--- src/rtl/ripple_add_sequencer_if.sv ---
// ripple_add_sequencer_if: operand/result handshake bundle for ripple_add_sequencer
//   in_valid/in_ready + a, b, sub, cin : operand side (producer -> block)
//   out_valid/out_ready + sum, cout, ovf : result side (block -> consumer)
//   busy : status, high while an operation is in flight or its result is held
interface ripple_add_sequencer_if #(parameter int WIDTH = 16);
    logic             in_valid;
    logic             in_ready;
    logic [WIDTH-1:0] a;
    logic [WIDTH-1:0] b;
    logic             sub;
    logic             cin;
    logic             out_valid;
    logic             out_ready;
    logic [WIDTH-1:0] sum;
    logic             cout;
    logic             ovf;
    logic             busy;

    modport master (
        output in_valid, a, b, sub, cin, out_ready,
        input  in_ready, out_valid, sum, cout, ovf, busy
    );

    modport slave (
        input  in_valid, a, b, sub, cin, out_ready,
        output in_ready, out_valid, sum, cout, ovf, busy
    );
endinterface

--- src/rtl/ripple_add_sequencer.sv ---
// ripple_add_sequencer: WIDTH-bit add/sub built from one 4-bit slice, one slice per clock
//   clk : rising-edge clock
//   rst : asynchronous active-high reset
//   bus : ripple_add_sequencer_if.slave (operand handshake, result handshake, busy)
module ripple_add_sequencer #(
    parameter int WIDTH = 16
) (
    input  logic                  clk,
    input  logic                  rst,
    ripple_add_sequencer_if.slave bus
);
    localparam int NSLICE = WIDTH / 4;
    localparam int KW     = (NSLICE > 1) ? $clog2(NSLICE) : 1;

    generate
        if (WIDTH < 4 || WIDTH % 4 != 0) begin : g_bad_width
            $error("ripple_add_sequencer: WIDTH must be a multiple of 4 and >= 4");
        end
    endgenerate

    typedef enum logic [1:0] {IDLE, RUN, DONE} state_t;

    state_t           state;
    logic [WIDTH-1:0] op_a;
    logic [WIDTH-1:0] op_b;
    logic [WIDTH-1:0] acc;
    logic             carry;
    logic [KW-1:0]    k;
    logic [KW+1:0]    sh;
    logic [3:0]       a_sl;
    logic [3:0]       b_sl;
    logic [4:0]       sl_sum;
    logic [WIDTH-1:0] next_acc;

    // Slice k sits at bit offset 4k; shifting avoids variable part-selects.
    always_comb begin
        sh       = {k, 2'b00};
        a_sl     = 4'(op_a >> sh);
        b_sl     = 4'(op_b >> sh);
        sl_sum   = {1'b0, a_sl} + {1'b0, b_sl} + {4'b0, carry};
        next_acc = (acc & ~(WIDTH'(4'hF) << sh)) | (WIDTH'(sl_sum[3:0]) << sh);
    end

    always_ff @(posedge clk or posedge rst) begin
        if (rst) begin
            state         <= IDLE;
            op_a          <= '0;
            op_b          <= '0;
            acc           <= '0;
            carry         <= 1'b0;
            k             <= '0;
            bus.sum       <= '0;
            bus.cout      <= 1'b0;
            bus.ovf       <= 1'b0;
            bus.in_ready  <= 1'b1;
            bus.out_valid <= 1'b0;
            bus.busy      <= 1'b0;
        end else begin
            case (state)
                IDLE: if (bus.in_valid) begin
                    // Subtraction is A + ~B + ~borrow.
                    op_a         <= bus.a;
                    op_b         <= bus.sub ? ~bus.b : bus.b;
                    carry        <= bus.sub ? ~bus.cin : bus.cin;
                    acc          <= '0;
                    k            <= '0;
                    state        <= RUN;
                    bus.in_ready <= 1'b0;
                    bus.busy     <= 1'b1;
                end
                RUN: begin
                    acc   <= next_acc;
                    carry <= sl_sum[4];
                    k     <= k + 1'b1;
                    if (k == KW'(NSLICE - 1)) begin
                        state         <= DONE;
                        bus.out_valid <= 1'b1;
                        bus.sum       <= next_acc;
                        bus.cout      <= sl_sum[4];
                        bus.ovf       <= (op_a[WIDTH-1] == op_b[WIDTH-1]) &&
                                         (next_acc[WIDTH-1] != op_a[WIDTH-1]);
                    end
                end
                DONE: if (bus.out_ready) begin
                    state         <= IDLE;
                    bus.out_valid <= 1'b0;
                    bus.in_ready  <= 1'b1;
                    bus.busy      <= 1'b0;
                end
                default: state <= IDLE;
            endcase
        end
    end
endmodule
--- src/flat_wrapper.sv ---
// flat-port wrapper written by rule: the top's interface ports become plain ports
module ripple_add_sequencer_flat 
#(
    parameter int WIDTH = 16
)
  (clk, rst, bus_in_valid, bus_a, bus_b, bus_sub, bus_cin, bus_out_ready, bus_in_ready, bus_out_valid, bus_sum, bus_cout, bus_ovf, bus_busy);
  ripple_add_sequencer_if #(.WIDTH(WIDTH)) bus_i ();
  input  logic clk;
  input  logic rst;
  input wire logic [$bits(bus_i.in_valid)-1:0] bus_in_valid;
  input wire logic [$bits(bus_i.a)-1:0] bus_a;
  input wire logic [$bits(bus_i.b)-1:0] bus_b;
  input wire logic [$bits(bus_i.sub)-1:0] bus_sub;
  input wire logic [$bits(bus_i.cin)-1:0] bus_cin;
  input wire logic [$bits(bus_i.out_ready)-1:0] bus_out_ready;
  output wire logic [$bits(bus_i.in_ready)-1:0] bus_in_ready;
  output wire logic [$bits(bus_i.out_valid)-1:0] bus_out_valid;
  output wire logic [$bits(bus_i.sum)-1:0] bus_sum;
  output wire logic [$bits(bus_i.cout)-1:0] bus_cout;
  output wire logic [$bits(bus_i.ovf)-1:0] bus_ovf;
  output wire logic [$bits(bus_i.busy)-1:0] bus_busy;
  assign bus_i.in_valid = bus_in_valid;
  assign bus_i.a = bus_a;
  assign bus_i.b = bus_b;
  assign bus_i.sub = bus_sub;
  assign bus_i.cin = bus_cin;
  assign bus_i.out_ready = bus_out_ready;
  assign bus_in_ready = bus_i.in_ready;
  assign bus_out_valid = bus_i.out_valid;
  assign bus_sum = bus_i.sum;
  assign bus_cout = bus_i.cout;
  assign bus_ovf = bus_i.ovf;
  assign bus_busy = bus_i.busy;
  ripple_add_sequencer #(.WIDTH(WIDTH)) u_core (.clk(clk), .rst(rst), .bus(bus_i));
endmodule
--- config.mk ---
export PLATFORM = sky130hd
export DESIGN_NAME = ripple_add_sequencer_flat
export DESIGN_NICKNAME = d
export VERILOG_FILES = /design/src/rtl/ripple_add_sequencer_if.sv /design/src/rtl/ripple_add_sequencer.sv /design/src/flat_wrapper.sv
export SDC_FILE = /design/constraint.sdc
export NUM_CORES = 1
export LEC_CHECK = 0
export ABC_AREA = 1
export CORE_MARGIN = 2
export CORE_UTILIZATION = 33
export DETAILED_ROUTE_END_ITERATION = 8
export GPL_TIMING_DRIVEN = 1
export HOLD_SLACK_MARGIN = 0.08
export PLACE_DENSITY = 0.56
export SLEW_MARGIN = 5
export SYNTH_ARGS = -nofsm -noshare
export SYNTH_HDL_FRONTEND = slang
export SYNTH_SLANG_ARGS = --single-unit
--- constraint.sdc ---
create_clock -name clk -period 2.9 [get_ports clk]
set_input_delay 0.29 -clock clk [delete_from_list [all_inputs] [get_ports clk]]
set_output_delay 0.29 -clock clk [all_outputs]
set_load 0.01 [all_outputs]
==> summary.md <==
| Metric | Value |
|---|---|
| Gr ovfl total | `0` |
| Cell accounting for the most synthesized area | `dfrtp_1` |
| Global-route wire length before repair | `13500 µm` |
| Cell Pwr Density | `about 1200 mW/mm²` |
| WS Path Type | `flop to flop` |
| Max Fclk | `slightly below 400 MHz` |
| HP Class | `primary input to async pin` |
| Async set or reset register ratio after synthesis | `100%` |
| Layout Nets | `496` |
| Post-route antenna net violation count | `0` |
| Area added between synthesis and finish | `27.3%` |
| Die H | `106 µm` |
| Share of layout cells above drive strength 1 | `between 8 and 9%` |
| Primary FF master, synth | `dfrtp_1` |
| Gp weighted congestion | `roughly 0.83` |
| Least-Margin Pin Slew | `0.761 ns` |
| Total wire length | `7740 µm` |
| #FFs+latches synth | `between 70 and 80` |
| RSZ-0062 raised after global routing | `no` |
| Core Box Area | `approximately 0.01 mm²` |
| Slew margin rel. | `49.2%` |
| Synth warnings | `0` |
| Initial DRC count | `107` |
| Fin. Hold Viols | `0` |
| Via count | `2743` |
| Arrival time worst endpoint | `2.76 ns` |
| Die X-Extent | `106 µm` |
| Required @ worst endpoint | `slightly above 3 ns` |
| Netlist cell types | `30` |
| Syn Area/Cell | `8.71 µm²` |
| Antenna cells | `0` |
| Synth top area share | `about 50%` |
| Vias in the first global route | `between 2k and 3k` |
| CTS tree | `built` |
| Post-Synthesis Cells | `approximately 390` |
| EDFF count, synth | `0` |
| Deepest clock path buffer count | `2` |
| H-tree lvl count | `3` |
| Setup Buffers After CTS | `0` |
| Crit end category | `flop` |
| Max-Cap Viols | `0` |
| Tot GR Track Use | `roughly 15%` |
| CTS Buf Count | `9` |
| Post-DR wirelength/cell | `roughly 13 µm` |
| Setup_tns | `0 ns` |
| Clock transition at path regs | `~0.070 ns` |
| Hold-fix buffers, CTS | `0` |
| Sequential fraction of the synthesis area | `51.9%` |
| Final min period | `2.54 ns` |
| Largest net degree at the start of global routing | `49` |
| DRC errors left | `0` |
| Starting density of the core | `33.6%` |
| # IOs | `59` |
| Synth Cell Area | `0.00342 mm²` |
| Site Rows | `37` |
| Period utilisation layout | `between 80 and 90%` |
| DIE AREA | `0.0112 mm²` |
| Worst VDD drop | `373 µV` |
| Setup Skew | `0.00944 ns` |
| CTS Sinks | `71` |
| Root Buffer Master | `clkbuf_8` |
| Crit path max fanout | `7` |
| Synth top area cells | `dfrtp_1 51%, nand2_1 14%, o21ai_0 5.7%, xnor2_1 4.3%, o22ai_1 4.2%` |
| Outcome | `finished clean` |
| Count leader, synth | `nand2_1` |
| Commonest cells in the netlist | `125 x nand2_1, 70 x dfrtp_1, 39 x o21ai_0, 25 x inv_1, 23 x o22ai_1` |
| Antenna violations before repair | `0` |
| P_leak | `2.01 nW` |
| Vias per std cell | `4.65` |
| Startpoint types | `flop` |
| Port Buffers | `58` |
| Finish-stage setup viols | `0` |
| Final Max Tran Viols | `0` |
| DPL Wire Length | `5690 µm` |
| Syn Nets | `440` |
| Power Total | `0.00526 W` |
| Post-CTS Resized | `0` |
| Clock insertion delay at the later pin of the skew report | `0.35 ns` |
| Drt pass-1 iters | `4` |
state kept, by name, indices dropped and copies added (netlist names):
name / cells
u_core.bus.sum: 16
u_core.op_a: 16
u_core.op_b: 16
u_core.acc: 13
u_core.k: 2
u_core.state: 2
u_core.bus.busy: 1
u_core.bus.cout: 1
u_core.bus.in_ready: 1
u_core.bus.out_valid: 1
u_core.bus.ovf: 1
u_core.carry: 1
path summary, 6_finish.rpt:
path	start	endpoint	slack, ns	cells past startpoint
max	u_core.k[1]$_DFFE_PP0P_	u_core.acc[2]$_DFFE_PP0P_	0.36	10
min	rst	u_core.op_b[14]$_DFFE_PP0P_	0.40	2
min reg2reg	u_core.bus.in_ready$_DFFE_PP1P_	u_core.bus.in_ready$_DFFE_PP1P_	0.47	2
max reg2reg	u_core.k[1]$_DFFE_PP0P_	u_core.acc[2]$_DFFE_PP0P_	0.36	10
min in group clk	u_core.bus.in_ready$_DFFE_PP1P_	u_core.bus.in_ready$_DFFE_PP1P_	0.47	2
max in group asynchronous	rst	u_core.bus.in_ready$_DFFE_PP1P_	1.80	3
cell usage in the layout (no fill, tap or decap), drive strengths merged, types with 3 or more instances in the layout:
cell type	n
dfrtp	70
nand3	11
nor2	21
clkdlybuf4s50	58
o21ai	53
o22ai	23
buf	9
xnor2	17
inv	28
clkbuf	11
ha	7
nand2	125
nand4	3
report_power, final:
part / internal, W / leakage [nW] / switching [W]
Sequential: 0.00143 / 0.896 / 0.000270
Combinational: 0.00108 / 1.00 / 0.00158
Clock: 0.000529 / 0.112 / 0.000377
Total: 0.00304 / 2.01 / 0.00222
logic make-up (layout without fill, tap and decap cells):
family	count (synthesis)	in the layout	share of synthesized area, %
xor+xnor	17	17	4.35
flops	71	71	51.9
fa+ha+maj	9	9	3.73
simple gates	163	163	19.4
compound gates	82	82	13.6
buf+inv	51	112	7.01
layout make-up:
| type | count | area, µm² |
|---|---|---|
| clock inverter | 5 | 80.1 |
| tap | 136 | 170 |
| multi-input combinational | 271 | 1410 |
| clock buffer | 11 | 151 |
| fill | 1020 | 5830 |
| timing repair buffer | 67 | 661 |
| sequential | 71 | 1780 |
| inverter | 29 | 111 |
layer usage:
metal | up-vias | part of all wire [%] | global-route usage [%]
met5 | - | 0 | 0
met4 | 0 | 2.1 | 6.86
met3 | 16 | 3.4 | 2.84
met2 | 52 | 46 | 23.2
met1 | 1283 | 48 | 21.0
li1 | 1392 | - | -
worst max-delay path, stage by stage (launching register included):
cell	delay [ns]
dfrtp_1	0.43
clkinv_1	0.21
o21ai_0	0.12
o22ai_1	0.11
fa_1	0.44
fa_1	0.42
or2_2	0.34
nand3_1	0.11
o22ai_1	0.08
inv_1	0.09
o22ai_1	0.06
through the flow:
stage / utilization [%] / setup slack [ns] / std cells / cell area [µm²] / hold WS, ns
2_1_floorplan: - / 0.291 / 393 / 3420 / 0.397
6_report: 42.8 / 0.359 / 590 / 4360 / 0.396
5_1_grt: 42.8 / 0.206 / 590 / 4360 / 0.475
3_3_place_gp: 40.5 / 0.479 / 574 / 4130 / 0.457
4_1_cts: 42.8 / 0.380 / 590 / 4360 / 0.414
3_5_place_dp: 40.5 / 0.403 / 574 / 4130 / 0.468
Power figures use the tool's default switching activity.
